[src/rtl/dmux8_byte_assembler.sv]
// Rebuilds bytes from the eight registered demux output lines, checks select ordering,
// and presents each completed byte on a valid/ready port with sticky error flags.
module dmux8_byte_assembler #(
   parameter bit LSB_FIRST = 1'b1
) (
   input  logic       clk,
   input  logic       rst,
   input  logic       a,
   input  logic       b,
   input  logic       c,
   input  logic       d,
   input  logic       e,
   input  logic       f,
   input  logic       g,
   input  logic       h,
   input  logic [2:0] sel,
   input  logic       bit_valid,
   output logic [7:0] byte_out,
   output logic       byte_valid,
   input  logic       byte_ready,
   output logic       overrun,
   output logic       seq_err,
   output logic [7:0] byte_count
);

   logic [2:0] sel_d;
   logic       bv_d;
   logic [7:0] shift;
   logic [2:0] idx;
   logic [7:0] hold;

   logic [7:0] lines;
   logic       data_bit;
   logic [2:0] pos;
   logic [7:0] completed;
   logic [7:0] restart_byte;
   logic       in_order;
   logic       accept;

   // Demux lines reflect last cycle's select, so decode with the delayed copy.
   always_comb begin
      lines        = {h, g, f, e, d, c, b, a};
      data_bit     = lines[sel_d];
      pos          = LSB_FIRST ? sel_d : (3'd7 - sel_d);
      completed    = shift;
      completed[pos] = data_bit;
      restart_byte = 8'h00;
      restart_byte[pos] = data_bit;
      in_order     = bv_d && (sel_d == idx);
      accept       = byte_valid && byte_ready;
   end

   always_ff @(posedge clk) begin
      if (rst) begin
         sel_d      <= 3'd0;
         bv_d       <= 1'b0;
         shift      <= 8'h00;
         idx        <= 3'd0;
         hold       <= 8'h00;
         byte_valid <= 1'b0;
         overrun    <= 1'b0;
         seq_err    <= 1'b0;
         byte_count <= 8'h00;
      end else begin
         sel_d <= sel;
         bv_d  <= bit_valid;

         if (accept) begin
            byte_count <= byte_count + 8'd1;
            byte_valid <= 1'b0;
         end

         if (in_order) begin
            shift <= completed;
            idx   <= idx + 3'd1;
            // A completion on the accept cycle refills the holding register seamlessly.
            if (idx == 3'd7) begin
               if (!byte_valid || accept) begin
                  hold       <= completed;
                  byte_valid <= 1'b1;
               end else begin
                  overrun <= 1'b1;
               end
            end
         end else if (bv_d) begin
            seq_err <= 1'b1;
            if (sel_d == 3'd0) begin
               shift <= restart_byte;
               idx   <= 3'd1;
            end else begin
               shift <= 8'h00;
               idx   <= 3'd0;
            end
         end
      end
   end

   assign byte_out = hold;

endmodule

[config.mk]
export PLATFORM = sky130hd
export DESIGN_NAME = dmux8_byte_assembler
export DESIGN_NICKNAME = d
export VERILOG_FILES = /design/src/rtl/dmux8_byte_assembler.sv
export SDC_FILE = /design/constraint.sdc
export NUM_CORES = 1
export LEC_CHECK = 0
export CAP_MARGIN = 10
export CORE_MARGIN = 4
export CORE_UTILIZATION = 50
export DETAILED_ROUTE_END_ITERATION = 7
export GPL_ROUTABILITY_DRIVEN = 0
export PLACE_DENSITY = 0.79
export SETUP_SLACK_MARGIN = 0.4
export SYNTH_ARGS = -nofsm -noshare
export SYNTH_HDL_FRONTEND = slang
export SYNTH_SLANG_ARGS = --single-unit
[constraint.sdc]
create_clock -name clk -period 1.8 [get_ports clk]
set_clock_uncertainty 0.05 [all_clocks]
set_input_delay 0.18 -clock clk [delete_from_list [all_inputs] [get_ports clk]]
set_output_delay 0.18 -clock clk [all_outputs]
set_load 0.02 [all_outputs]
==> metrics.md, run 1 <==
| Metric | Value |
|---|---|
| Status | finished, final reports clean |
| Final hold viol count | 0 |
| Layout cell share with drive strength beyond 1 | about a third |
| Power per cell area | 603 nW/um^2 |
| Cell count of the worst reg-to-reg path | 5 |
| Initial core utilization | 51.9% |
| IO Count | 34 |
| Final nets | 233 |
| LEAKAGE | 0.894 nW |
| Synthesis-to-layout area growth | 42.7% |
| CP endpoint | byte_out[4] |
| Hpwl dp | 2.54 mm |
| Post-synthesis async set-or-reset flop share | 0% |
| Critical path fanouts, max | 7 |
| Largest family of logic cells by synthesized area | simple AND/OR/NAND/NOR gates |
| Drt first-iter violations | 121 |
| Crit path max-delay family | simple AND/OR/NAND/NOR gates |
| RR Endpoint | byte_out[4] |
| Total CTS buffers | 5 |
| Antenna violation net count after detailed routing | 0 |
| Hold Crit Class | in2reg |
| Top cells by area, synth | dfxtp_1 43%, a21oi_1 6.6%, mux2_2 5.0% |
| Die ar. | between 4000 and 5000 um^2 |
| Avg Inst Size Synth | 9.26 um^2 |
| Slew @ Worst Pin | 0.466 ns |
| Top post-synthesis cells by count | 34 x dfxtp_1, 21 x a21oi_1, 14 x nor3_1 |
| Slowest stage cell, crit path | mux2_2 |
| Area of the multi-input gates | between 900 and 1000 um^2 |
| Seq. cell area | 701 um^2 |
| Synth Cell Area | around 1600 um^2 |
| Final setup fails | 0 |
| R2r setup slk | 0.24 ns |
| R2r startpoint | pos[0] |
| Chip height | 64.3 um |
| Max_slew headroom | 68.8% |
| FMAX | ~0.64 GHz |
| Max Cap Violations | 0 |
| Element type at the critical path start | flip-flop |
| Max VDD drop | 0.000511 V |
| Levels on crit path | 5 |
| DRC violations left | 0 |
| Deepest clock path buffer count | 2 |
| Fin Hold WS | approximately 0.31 ns |
| CTS tree | yes |
| Fin crit share | 86.7% |
| Via-per-instance ratio | 5.46 |
| Fill cells | between 200 and 250 |
| Setup TNS | 0 ns |
| Unique masters post-synth | 33 |
| Adder-cell area share of the yosys netlist | under 10% |
| Post-synthesis simple-gate area fraction | around a quarter |
| DR pass1 iterations | 4 |
| DR WL/cell | approximately 16 um |
| Diode count | 0 |
| First-pass GRT wire length | 6.44 mm |
| Dominant synthesized flop cell | dfxtp_1 |
| Crit path cell chain | buf_4 -> nor3b_1 -> mux2_2 -> nor3_2 -> nor3_1 |
| Via count | 1415 |
| Initial antenna violation count | 0 |
| GRT Resource Usage Total | between 20% and 30% |
| I/O Buffers | 33 |
| Register area share after synthesis | 43.0% |
| Final WL | ~4.2 mm |
| Synth warn | 0 |
| Worst-path clk slew | approximately 0.10 ns |
| Post-synthesis mux area share | under 10% |
| Slowest stage delay, CP | a little over 0.4 ns |
| Core ar. | 3050 um^2 |
| Post-Synth XOR/XNOR Area | 9.08% |
| Area leader, netlist | dfxtp_1 |
| Top-area cell type share of the netlist area | 43.0% |
| Count leader, synth | dfxtp_1 |
| Largest net degree at the start of global routing | 35 |
| Unrepaired setup endpoints after global routing | yes |
| CP endpoint kind | flip-flop |
| Synth Area in Compound Gates | just over 9% |
| Post-synth EDFFs | 0 |
| Die X | 64.3 um |
| WP buf/inv | 1 |
| Syn nets | 189 |
| CTS H-tree lvls | 2 |
| Arrival time worst endpoint | 1.75 ns |
| WS Path Type | reg2reg |
| TritonCTS Sinks | 34 |
| Slew Limit Fails | 0 |
| Clock Latency Late Sink | 0.35 ns |
| Total grt overflow | 0 |
| Floorplan row count | 20 |
| Root Buffer | clkbuf_4 |
| Number of global-route vias before repair | 1366 |
| FF+latch count, synth | 34 |
| Crit path from | pos[0] |
| Cells after Synth | ~170 |
| WP data required | 1.99 ns |
| Fin crit period | ~1.6 ns |
## how the worst min path moves through the flow
stage                         start  endpoint  slack (ns)  cells after the start
final                        sel[2]    pos[2]        0.31                      2
after global routing         sel[1]    pos[1]        0.29                      2
after detailed placement   shift[7]  shift[7]        0.39                      2
after global placement     shift[7]  shift[7]        0.38                      2
after CTS                    sel[1]    pos[1]        0.31                      2
after floorplan           bit_valid      bv_d        0.26                      1
## power by group
part | switching [W] | internal, W | leakage [nW] | total [W]
sequential | 0.0000181 | 0.000759 | 0.279 | 0.000777
combinational | 0.0000895 | 0.0000994 | 0.584 | 0.000189
clock | 0.000257 | 0.000140 | 0.0308 | 0.000397
## repair_timing
item                       CTS  global route
cloned                       1             0
hold buffers                 0             0
resized for setup           38            21
setup endpoints to repair   40            24
pin swaps                    7            11
buffers inserted             4             4
## area by class of cell
class | count | area share (%)
multi-input cells | 123 | 44.1
flip-flops and latches | 34 | 31.0
repair buffers | 49 | 20.0
well taps | 44 | 2.43
clock buffers | 5 | 1.66
clock inverters | 2 | 0.443
inverters | 2 | 0.387
## metal layers
metal	wire (um)	vias up	global-route usage, %
li1	-	682	-
met1	1720	661	24.5
met2	2070	58	31.8
met3	294	14	7.73
met4	114	0	9.23
met5	0	-	0
## worst register-to-register path: stages (launching register included)
cell and delay [ns]:
dfxtp_4 0.39, buf_4 0.16, nor3b_1 0.26, mux2_2 0.41, nor3_2 0.12, nor3_1 0.07
## cells in the final DEF (no fill, tap or decap), types with 7 or more instances in the layout
cell type	instances
nand2_1	11
dlygate4sd2_1	16
nor2_1	11
a21oi_1	11
clkdlybuf4s50_1	14
nor3_2	7
buf_4	10
nand3_1	11
nor3_1	8
a21oi_2	11
mux2_2	7
dfxtp_1	28
## sequential cells by signal (all words and copies together), names as in the netlist
signal      count
byte_count      8
byte_out        8
shift           8
idx             3
pos             3
bv_d            1
byte_valid      1
overrun         1
seq_err         1
## through the flow
| step | power (W) | instances | setup WS (ns) | cell area, um^2 | util (%) |
|---|---|---|---|---|---|
| after floorplan | 0.000881 | 171 | 0.318 | 1650 | - |
| after global placement | 0.000933 | 243 | 0.178 | 2010 | 65.9 |
| after detailed placement | 0.000937 | 243 | 0.129 | 2010 | 65.9 |
| after CTS | 0.00134 | 255 | 0.289 | 2140 | 70.1 |
| after global routing | 0.00142 | 259 | 0.174 | 2260 | 74.1 |
| final | 0.00136 | 259 | 0.239 | 2260 | 74.1 |
## kinds of logic after synthesis
group / Yosys count
flip-flops: 34
AO/OA/AOI/OAI: 25
buffers and inverters: 14
adder cells (fa/ha/maj): 3
XOR/XNOR: 13
multiplexers: 9
AND/OR/NAND/NOR: 73
No activity file was read; power rests on OpenSTA's default activity.
==> run 2: changes to the inputs <==
--- a/config.mk
+++ b/config.mk
@@ -6,10 +6,8 @@
 export NUM_CORES = 1
 export LEC_CHECK = 0
 export CAP_MARGIN = 10
-export CORE_MARGIN = 4
 export CORE_UTILIZATION = 50
 export DETAILED_ROUTE_END_ITERATION = 7
-export GPL_ROUTABILITY_DRIVEN = 0
 export PLACE_DENSITY = 0.79
 export SETUP_SLACK_MARGIN = 0.4
 export SYNTH_ARGS = -nofsm -noshare
==> run 2 against run 1 <==
Against the previous run: worst hold slack better by 0.034 ns; utilization is 0.45 points higher; clock-buffer cell count is 2 higher; critical path type unchanged; largest cell class unchanged; highest routed layer unchanged.
==> metrics.md, run 2 (synthesis results as in run 1) <==
| Metric | Value |
|---|---|
| Fin crit share | 81.4% (was 86.7%) |
| Antenna violation net count after detailed routing | 0 (unchanged) |
| Hold Path Cell Cnt | 2 (unchanged) |
| Commonest cells after routing, fill and taps aside | 28 x dfxtp_1, 18 x dlygate4sd2_1, 14 x clkdlybuf4s50_1 (was 28 x dfxtp_1, 16 x dlygate4sd2_1, 14 x clkdlybuf4s50_1) |
| Seq. cell area | 701 um^2 (unchanged) |
| Placer congestion estimate | a little under 0.9 |
| Via-per-instance ratio | 5.30 (was 5.46) |
| Slew Limit Fails | 0 (unchanged) |
| Deepest clock path buffer count | 2 (unchanged) |
| Max_slew headroom | 76.4% (was 68.8%) |
| Arrival time worst endpoint | 1.63 ns (was 1.75 ns) |
| Worst-path clk slew | 0.10 ns (about the same) |
| IO Count | 34 (unchanged) |
| Layout cell share with drive strength beyond 1 | 32.9% (was 34.9%) |
| Die ar. | 3400 um^2 (was 4130 um^2) |
| DR pass1 iterations | 4 (unchanged) |
| Pre-CTS WS | 0.0867 ns (was 0.129 ns) |
| RR Endpoint | byte_out[7] (was byte_out[4]) |
| Commonest non-fill, non-tap cell in the layout | dfxtp_1 (unchanged) |
| Area of the multi-input gates | 1000 um^2 (was 997 um^2) |
| I/O Buffers | 33 (unchanged) |
| Hold Crit Class | in2reg (unchanged) |
| DR WL/cell | 13.9 um (was 16.2 um) |
| Largest net degree at the start of global routing | 35 (unchanged) |
| Max VDD drop | 0.000485 V (was 0.000511 V) |
| Root Buffer | clkbuf_4 (unchanged) |
| Fill cells | 218 (was 219) |
| Power per cell area | 612 nW/um^2 (was 603 nW/um^2) |
| Element type at the critical path start | flip-flop (unchanged) |
| Total CTS buffers | 5 (unchanged) |
| Hold buffers post-CTS | 0 (unchanged) |
| Worst hold path startpoint | sel[2] (unchanged) |
| Final setup fails | 0 (unchanged) |
| Fin Hold WS | 0.348 ns (was 0.314 ns) |
| WP data required | 1.97 ns (was 1.99 ns) |
| Initial core utilization | 52.3% (was 51.9%) |
| Via count | 1378 (was 1415) |
| Floorplan row count | 20 (unchanged) |
| Setup TNS | 0 ns (unchanged) |
| Max Cap Violations | 0 (unchanged) |
| Total grt overflow | 0 (unchanged) |
| Core ar. | 3030 um^2 (was 3050 um^2) |
| Initial antenna violation count | 0 (unchanged) |
| Cell count of the worst reg-to-reg path | 7 (was 5) |
| Hpwl dp | 2.46 mm (was 2.54 mm) |
| Final hold viol count | 0 (unchanged) |
| Hold Crit Endpoint | pos[2] (unchanged) |
| R2r startpoint | idx[0] (was pos[0]) |
| First-pass GRT wire length | 5.91 mm (was 6.44 mm) |
| Die X | 58.3 um (was 64.3 um) |
| DRC violations left | 0 (unchanged) |
| Final nets | 233 (unchanged) |
| LEAKAGE | 0.919 nW (was 0.894 nW) |
| Fin crit period | 1.47 ns (was 1.56 ns) |
| Unrepaired setup endpoints after global routing | yes (unchanged) |
| Drt first-iter violations | 30 (was 121) |
| Critical path fanouts, max | 8 (was 7) |
| Diode count | 0 (unchanged) |
| R2r setup slk | 0.33 ns (was 0.24 ns) |
| Number of global-route vias before repair | 1353 (was 1366) |
| Chip height | 58.3 um (was 64.3 um) |
| Synthesis-to-layout area growth | 42.4% (was 42.7%) |
| Slew @ Worst Pin | 0.355 ns (was 0.466 ns) |
| CTS H-tree lvls | 2 (unchanged) |
| WS Path Type | reg2reg (unchanged) |
| CP endpoint kind | flip-flop (unchanged) |
| FMAX | 0.682 GHz (was 0.640 GHz) |
| GRT Resource Usage Total | 23.3% (was 20.3%) |
| Final worst slack | 0.334 ns (was 0.239 ns) |
| Final WL | 3.61 mm (was 4.20 mm) |
| TritonCTS Sinks | 34 (unchanged) |
| CTS tree | yes (unchanged) |
| Clock Latency Late Sink | 0.33 ns (was 0.35 ns) |
| Status | finished, final reports clean (unchanged) |
## run 2: worst max-delay path by stage
| stage | start | endpoint | slack, ns |
|---|---|---|---|
| 6_report | idx[0] | byte_out[7] | 0.33 |
| 5_1_grt | idx[0] | byte_out[6] | 0.28 |
| 4_1_cts | idx[0] | byte_out[0] | 0.35 |
| 3_5_place_dp | idx[0] | byte_out[0] | 0.09 |
| 3_3_place_gp | idx[0] | byte_out[0] | 0.14 |
| 2_1_floorplan | idx[0] | byte_out[0] | 0.32 |
## run 2: area by class of cell
type	instances	area share [%]
well taps	44	2.44
repair buffers	48	19.0
clock buffers	7	2.44
multi-input cells	124	44.4
flip-flops and latches	34	31.1
clock inverters	1	0.222
inverters	2	0.499
## run 2: metal layers
layer,part of all wire (%),GRT usage [%],up-vias
li1,-,-,686
met1,43,27.4,650
met2,52,39.4,36
met3,3.5,5.58,6
met4,1.4,11.9,0
met5,0,0,-
## run 2: power breakdown
group | internal (W) | leakage, nW | switching (W) | total [W]
Clock | 0.000189 | 0.0353 | 0.000243 | 0.000432
Combinational | 0.0000915 | 0.605 | 0.0000797 | 0.000171
Sequential | 0.000759 | 0.279 | 0.0000195 | 0.000778
## run 2: timing repair
action,in CTS,in global routing
endpoints found under the setup margin,40,19
pin swaps,10,2
gates resized for setup,42,11
endpoints found under the hold margin,0,0
buffers inserted,5,4
gates cloned,1,0
## run 2: per-stage QoR
step / util (%) / std cells / power [W] / instance area [um^2]
floorplan: - / 171 / 0.000881 / 1650
global placement: 66.2 / 242 / 0.000931 / 2000
detailed placement: 66.2 / 242 / 0.000935 / 2000
CTS: 71.7 / 256 / 0.00138 / 2170
global route: 74.5 / 260 / 0.00144 / 2260
finish: 74.5 / 260 / 0.00138 / 2260
## run 2: critical path, stage by stage, from the launching register on
cell and delay, ns:
dfxtp_4 0.40, ha_4 0.14, ha_4 0.11, and2_4 0.14
nand4_1 0.12, buf_6 0.18, nor3_2 0.14, nor3_2 0.06
